==> src/rtl/rpn_pkg.sv <==
// Shared types for the RPN stack sequencer: operator codes, error codes and controller states.
package rpn_pkg;

   localparam int unsigned OP_FIELD_W = 3;

   typedef enum logic [OP_FIELD_W-1:0] {
      OpAdd  = 3'd0,
      OpSub  = 3'd1,
      OpMul  = 3'd2,
      OpAnd  = 3'd3,
      OpOr   = 3'd4,
      OpXor  = 3'd5,
      OpDup  = 3'd6,
      OpEmit = 3'd7
   } op_e;

   typedef enum logic [1:0] {
      ErrNone  = 2'b00,
      ErrUnder = 2'b01,
      ErrOver  = 2'b10
   } err_e;

   typedef enum logic [1:0] {
      StIdle,
      StReplace,
      StEmit
   } state_e;

endpackage

==> src/rtl/rpn_alu.sv <==
// Combinational ALU for binary RPN operators; a is the lower element, b the former top.
module rpn_alu
   import rpn_pkg::*;
#(
   parameter int unsigned DATA_WIDTH = 8
) (
   input  logic [DATA_WIDTH-1:0] a,
   input  logic [DATA_WIDTH-1:0] b,
   input  op_e                   op,
   output logic [DATA_WIDTH-1:0] y
);

   logic [2*DATA_WIDTH-1:0] prod;

   assign prod = {{DATA_WIDTH{1'b0}}, a} * {{DATA_WIDTH{1'b0}}, b};

   always_comb begin
      y = '0;
      unique case (op)
         OpAdd:  y = a + b;
         OpSub:  y = a - b;
         OpMul:  y = prod[DATA_WIDTH-1:0];
         OpAnd:  y = a & b;
         OpOr:   y = a | b;
         OpXor:  y = a ^ b;
         // Never latched as a pending binary op.
         OpDup:  y = b;
         OpEmit: y = b;
      endcase
   end

endmodule

==> src/rtl/rpn_stack_ctrl.sv <==
// RPN token sequencer driving an external LIFO; a shadow depth count rejects
// underflow/overflow tokens before the stack is touched.
module rpn_stack_ctrl
   import rpn_pkg::*;
#(
   parameter  int unsigned DATA_WIDTH = 8,
   parameter  int unsigned LIFO_SIZE  = 20,
   localparam int unsigned DEPTH_W    = $clog2(LIFO_SIZE + 1)
) (
   input  logic                  clk,
   input  logic                  rst_n,
   input  logic                  tok_valid,
   output logic                  tok_ready,
   input  logic                  tok_is_op,
   input  logic [DATA_WIDTH-1:0] tok_data,
   output logic [DATA_WIDTH-1:0] stk_entry,
   output logic                  stk_insert,
   output logic                  stk_pop,
   input  logic [DATA_WIDTH-1:0] stk_top,
   input  logic                  stk_full,
   input  logic                  stk_empty,
   output logic                  res_valid,
   input  logic                  res_ready,
   output logic [DATA_WIDTH-1:0] res_data,
   output logic                  err_valid,
   output logic [1:0]            err_code,
   output logic [DEPTH_W-1:0]    depth
);

   localparam logic [DEPTH_W-1:0] FULL_CNT = DEPTH_W'(LIFO_SIZE);
   localparam logic [DEPTH_W-1:0] ONE      = DEPTH_W'(1);
   localparam logic [DEPTH_W-1:0] TWO      = DEPTH_W'(2);

   state_e                  state_q, state_d;
   logic [DEPTH_W-1:0]      depth_q, depth_d;
   logic [DATA_WIDTH-1:0]   b_q, b_d;
   op_e                     op_q, op_d;
   logic                    res_valid_q, res_valid_d;
   logic [DATA_WIDTH-1:0]   res_data_q, res_data_d;
   logic                    err_valid_q, err_valid_d;
   err_e                    err_code_q, err_code_d;
   op_e                     tok_op;
   logic [DATA_WIDTH-1:0]   alu_y;

   // Flags are only a cross-check for the shadow count and deliberately unused here.
   logic unused_flags;
   assign unused_flags = stk_full ^ stk_empty;

   assign tok_op    = op_e'(tok_data[OP_FIELD_W-1:0]);
   assign tok_ready = (state_q == StIdle);
   assign res_valid = res_valid_q;
   assign res_data  = res_data_q;
   assign err_valid = err_valid_q;
   assign err_code  = err_code_q;
   assign depth     = depth_q;

   rpn_alu #(
      .DATA_WIDTH (DATA_WIDTH)
   ) u_alu (
      .a  (stk_top),
      .b  (b_q),
      .op (op_q),
      .y  (alu_y)
   );

   always_comb begin
      state_d     = state_q;
      depth_d     = depth_q;
      b_d         = b_q;
      op_d        = op_q;
      res_valid_d = res_valid_q;
      res_data_d  = res_data_q;
      err_valid_d = 1'b0;
      err_code_d  = ErrNone;
      stk_insert  = 1'b0;
      stk_pop     = 1'b0;
      stk_entry   = '0;
      unique case (state_q)
         StIdle: begin
            if (tok_valid) begin
               if (!tok_is_op || tok_op == OpDup) begin
                  if (depth_q < FULL_CNT) begin
                     stk_insert = 1'b1;
                     stk_entry  = tok_is_op ? stk_top : tok_data;
                     depth_d    = depth_q + ONE;
                  end else begin
                     err_valid_d = 1'b1;
                     err_code_d  = ErrOver;
                  end
               end else if (tok_op == OpEmit) begin
                  if (depth_q >= ONE) begin
                     stk_pop     = 1'b1;
                     res_data_d  = stk_top;
                     res_valid_d = 1'b1;
                     depth_d     = depth_q - ONE;
                     state_d     = StEmit;
                  end else begin
                     err_valid_d = 1'b1;
                     err_code_d  = ErrUnder;
                  end
               end else if (depth_q >= TWO) begin
                  // Pop B now; A surfaces as stk_top in the replace cycle.
                  stk_pop = 1'b1;
                  b_d     = stk_top;
                  op_d    = tok_op;
                  depth_d = depth_q - ONE;
                  state_d = StReplace;
               end else begin
                  err_valid_d = 1'b1;
                  err_code_d  = ErrUnder;
               end
            end
         end
         StReplace: begin
            stk_insert = 1'b1;
            stk_pop    = 1'b1;
            stk_entry  = alu_y;
            state_d    = StIdle;
         end
         StEmit: begin
            if (res_ready) begin
               res_valid_d = 1'b0;
               state_d     = StIdle;
            end
         end
         default: state_d = StIdle;
      endcase
      // The stack shares this reset; keep strobes quiet while it is held.
      if (!rst_n) begin
         stk_insert = 1'b0;
         stk_pop    = 1'b0;
         stk_entry  = '0;
      end
   end

   always_ff @(posedge clk or negedge rst_n) begin
      if (!rst_n) begin
         state_q     <= StIdle;
         depth_q     <= '0;
         b_q         <= '0;
         op_q        <= OpAdd;
         res_valid_q <= 1'b0;
         res_data_q  <= '0;
         err_valid_q <= 1'b0;
         err_code_q  <= ErrNone;
      end else begin
         state_q     <= state_d;
         depth_q     <= depth_d;
         b_q         <= b_d;
         op_q        <= op_d;
         res_valid_q <= res_valid_d;
         res_data_q  <= res_data_d;
         err_valid_q <= err_valid_d;
         err_code_q  <= err_code_d;
      end
   end

endmodule
==> config.mk <==
export PLATFORM = sky130hd
export DESIGN_NAME = rpn_stack_ctrl
export DESIGN_NICKNAME = d
export VERILOG_FILES = /design/src/rtl/rpn_pkg.sv /design/src/rtl/rpn_alu.sv /design/src/rtl/rpn_stack_ctrl.sv
export SDC_FILE = /design/constraint.sdc
export NUM_CORES = 1
export LEC_CHECK = 0
export CAP_MARGIN = 30
export CORE_ASPECT_RATIO = 0.7
export CORE_MARGIN = 1.5
export CORE_UTILIZATION = 35
export DETAILED_ROUTE_END_ITERATION = 6
export PLACE_DENSITY = 0.61
export REMOVE_ABC_BUFFERS = 1
export SLEW_MARGIN = 30
export SYNTH_ARGS = -nofsm -noshare
export SYNTH_HDL_FRONTEND = slang
export SYNTH_SLANG_ARGS = --single-unit
==> constraint.sdc <==
create_clock -name clk -period 12.95 [get_ports clk]
set_input_delay 1.9425 -clock clk [delete_from_list [all_inputs] [get_ports clk]]
set_output_delay 1.9425 -clock clk [all_outputs]
set_load 0.05 [all_outputs]
==> flow_metrics.py <==
metrics = {
    "drt": {
        "wirelength_mm": 8.765,
        "via_per_inst": 5.004,
        "dr.pass1.iters": 4,
        "drtIter0Drc": 173,
        "detail-route-antenna-nets": 0,
        "wl_per_cell_microns": 15.65,
        "vias": 2802,
        "route.detailed.drc": 0,
    },
    "min_path": {
        "hold_end": "res_data[7]$_DFFE_PN0P_",
        "hp-start": "res_data[7]$_DFFE_PN0P_",
        "hp-class": "reg2reg",
        "min_delay_path_depth": 1,
    },
    "synth": {
        "yosys.cell_types.count": 56,
        "yosys_warnings": 0,
        "synth_area_sq_mm": 0.003432,
        "synth-seq-area-share": 0.2187,
        "async_flop_share": 1.000,
        "syn_avg_cell_area_sq_um": 8.891,
        "synthCells": 386,
        "synth_seq_cells": 30,
        "synth_ff_type": "dfrtp_1",
        "synth_edf_count": 0,
    },
    "placed_design": {
        "port_buffers": 48,
        "dp_slack_ns": 3.986,
        "place_congestion": 0.8524,
        "hpwlAfterDp_mm": 6.668,
    },
    "power": {
        "pwr-share-comb": 0.735,
        "max-vdd-ir-drop_mv": 0.1038,
        "power_mw": 1.207,
        "power.leakage_nw": 1.919,
        "seq_power_share": 0.172,
        "power.net_switching_uw": 604.9,
        "p_per_area_mw_per_mm2": 290.7,
        "intPower_uw": 601.8,
        "pwr-share-clk": 0.093,
        "p_sw_frac": 0.5013,
    },
    "setup_path": {
        "ff2ff_setup_slack_ns": 10.92,
        "required_ns": 11.01,
        "reg2regPathDepth": 5,
        "r2r_end": "op_q[2]$_DFFE_PN0P_",
        "start_kind": "input port",
        "arrival_ns": 7.01,
        "critical_path_class": "in2out",
        "endpoint_kind": "primary output",
        "reg2reg_from": "depth[1]$_DFFE_PN0P_",
        "cp_max_fo": 8,
    },
    "global_route": {
        "grt_pass1_vias": 2819,
        "grt_antenna_before_repair": 0,
        "grt_overflow_total": 0,
        "grt_pass1_wl_mm": 14.24,
        "track_usage": 0.1759,
        "grt_max_degree": 33,
    },
    "cts": {
        "clk_latency_ns": 0.28,
        "cts_tree": "yes",
        "cts.path.max_buffers": 2,
        "ctsHoldBuffers": 0,
        "cts_resized": 0,
        "cts_buffers": 5,
        "cts_sinks": 30,
        "post_cts_buffers": 0,
        "htree_levels": 2,
        "ctsRootBufferMaster": "clkbuf_16",
        "clkTransAtPathRegs_ns": 0.05,
    },
    "timing": {
        "fin_crit_ns": 8.953,
        "slew_violations": 0,
        "max_slew_margin": 0.3723,
        "fmax_mhz": 111.7,
        "finalWorstSetupSlack_ns": 3.997,
        "final_min_period_over_clock_period": 0.6913,
        "fin_skew_ns": 0.007068,
        "rsz0062_at_grt": "no",
        "worst_slew_pin_slew_ns": 0.9416,
        "hold_viol": 0,
        "setup_tns_ns": 0,
        "setup_violations": 0,
    },
    "floorplanning": {
        "row_count": 30,
        "core_sq_mm": 0.009609,
        "die_w_microns": 121.4,
        "pin_count": 51,
        "initial_core_util": 0.3572,
        "die_y_microns": 85.85,
        "dieArea_sq_mm": 0.01042,
    },
    "finish": {
        "regArea_sq_um": 750.7,
        "final_common_cell": "inv_1",
        "layout.nets": 511,
        "area.growth.synth_to_final_pct": 20.96,
        "layout_common_cells": "51 x inv_1, 48 x clkdlybuf4s50_1, 43 x ha_1",
        "fillerInstances": 973,
        "drive_above_1_share": 0.09259,
        "multi_input_area_sq_mm": 0.002397,
        "antennaDiodeCount": 0,
    },
    "outcome": {
        "status": "complete, no violations",
    },
    "run": {
        "drv_cap": 0,
    },
}
==> cells in the mapped netlist, drive strengths merged (4+ instances only) <==
master,number,share of area
inv,58,0.064
ha,43,0.16
nand2,41,0.046
nor2,39,0.043
dfrtp,30,0.22
xnor2,25,0.064
o21ai,22,0.032
mux2,14,0.055
mux2i,14,0.041
fa,13,0.076
a21oi,12,0.017
buf,9,0.017
xor2,7,0.018
mux4,5,0.034
nand3,5,0.0073
a31oi,4,0.012
and3,4,0.0073
o22ai,4,0.0073
==> cell type report <==
| cell class | count | share of cell area |
|---|---|---|
| Clock inverter | 2 | 0.002411 |
| Inverter | 58 | 0.05304 |
| Multi-Input combinational cell | 288 | 0.5775 |
| Timing Repair Buffer | 49 | 0.1175 |
| Clock buffer | 5 | 0.03014 |
| Tap cell | 128 | 0.03858 |
| Sequential cell | 30 | 0.1808 |
==> layer usage <==
metal	track usage	share of wire
met1	0.2659	0.52
met2	0.2609	0.41
met3	0.03923	0.061
met4	0.02460	0.0049
met5	0	0
==> power groups by stage <==
stage                     sequential [mW]  combinational [mW]  clock (mW)
after floorplan                     0.259               0.616           0
after global placement              0.206               0.867           0
after detailed placement            0.208               0.886           0
after CTS                           0.207               0.893       0.115
after global routing                0.216               0.989       0.118
final                               0.207               0.887       0.112
==> flip-flops by register name (all words and copies together) (netlist names) <==
name / cells
res_data: 8
op_q: 3
b_q: 8
depth: 5
state_q: 2
err_valid: 1
err_code: 2
res_valid: 1
==> logic make-up after synthesis <==
kind of cell | share of synthesized area
AND/OR/NAND/NOR | 0.1440
XOR/XNOR | 0.08166
flip-flops | 0.2187
AO/OA/AOI/OAI | 0.1108
adder cells (fa/ha/maj) | 0.2326
buffers and inverters | 0.08276
multiplexers | 0.1294
==> worst max-delay path by stage <==
stage / startpoint / end / slack, ns / cells after the start
5_1_grt: stk_top[1] / stk_entry[7] / 3.79 / 17
3_3_place_gp: stk_top[1] / stk_entry[7] / 4.01 / 17
2_1_floorplan: stk_top[1] / stk_entry[6] / 5.04 / 14
6_report: stk_top[1] / stk_entry[7] / 4.00 / 17
4_1_cts: stk_top[1] / stk_entry[7] / 3.99 / 17
3_5_place_dp: stk_top[1] / stk_entry[7] / 3.99 / 17
==> critical path, cell delays in order <==
cell and delay, ns:
clkdlybuf4s50_1 0.64, inv_1 0.36, nor2_1 0.08, ha_1 0.23, fa_1 0.49, ha_1 0.30
inv_1 0.06, fa_1 0.52, inv_1 0.06, fa_1 0.48, a21o_1 0.20, a21oi_1 0.20
xnor2_1 0.16, xnor2_1 0.11, o2111ai_1 0.19, a31o_1 0.18, clkdlybuf4s50_1 0.81
==> metrics by stage <==
stage	instance area (sq um)	std cells	hold WS (ns)	utilization
after CTS	4151	560	0.5138	0.4320
final	4151	560	0.5084	0.4320
after global placement	4016	553	0.4972	0.4180
after detailed placement	4016	553	0.4961	0.4180
after global routing	4151	560	0.5366	0.4320
after floorplan	3368	376	0.4638	-
Power figures use the tool's default switching activity.
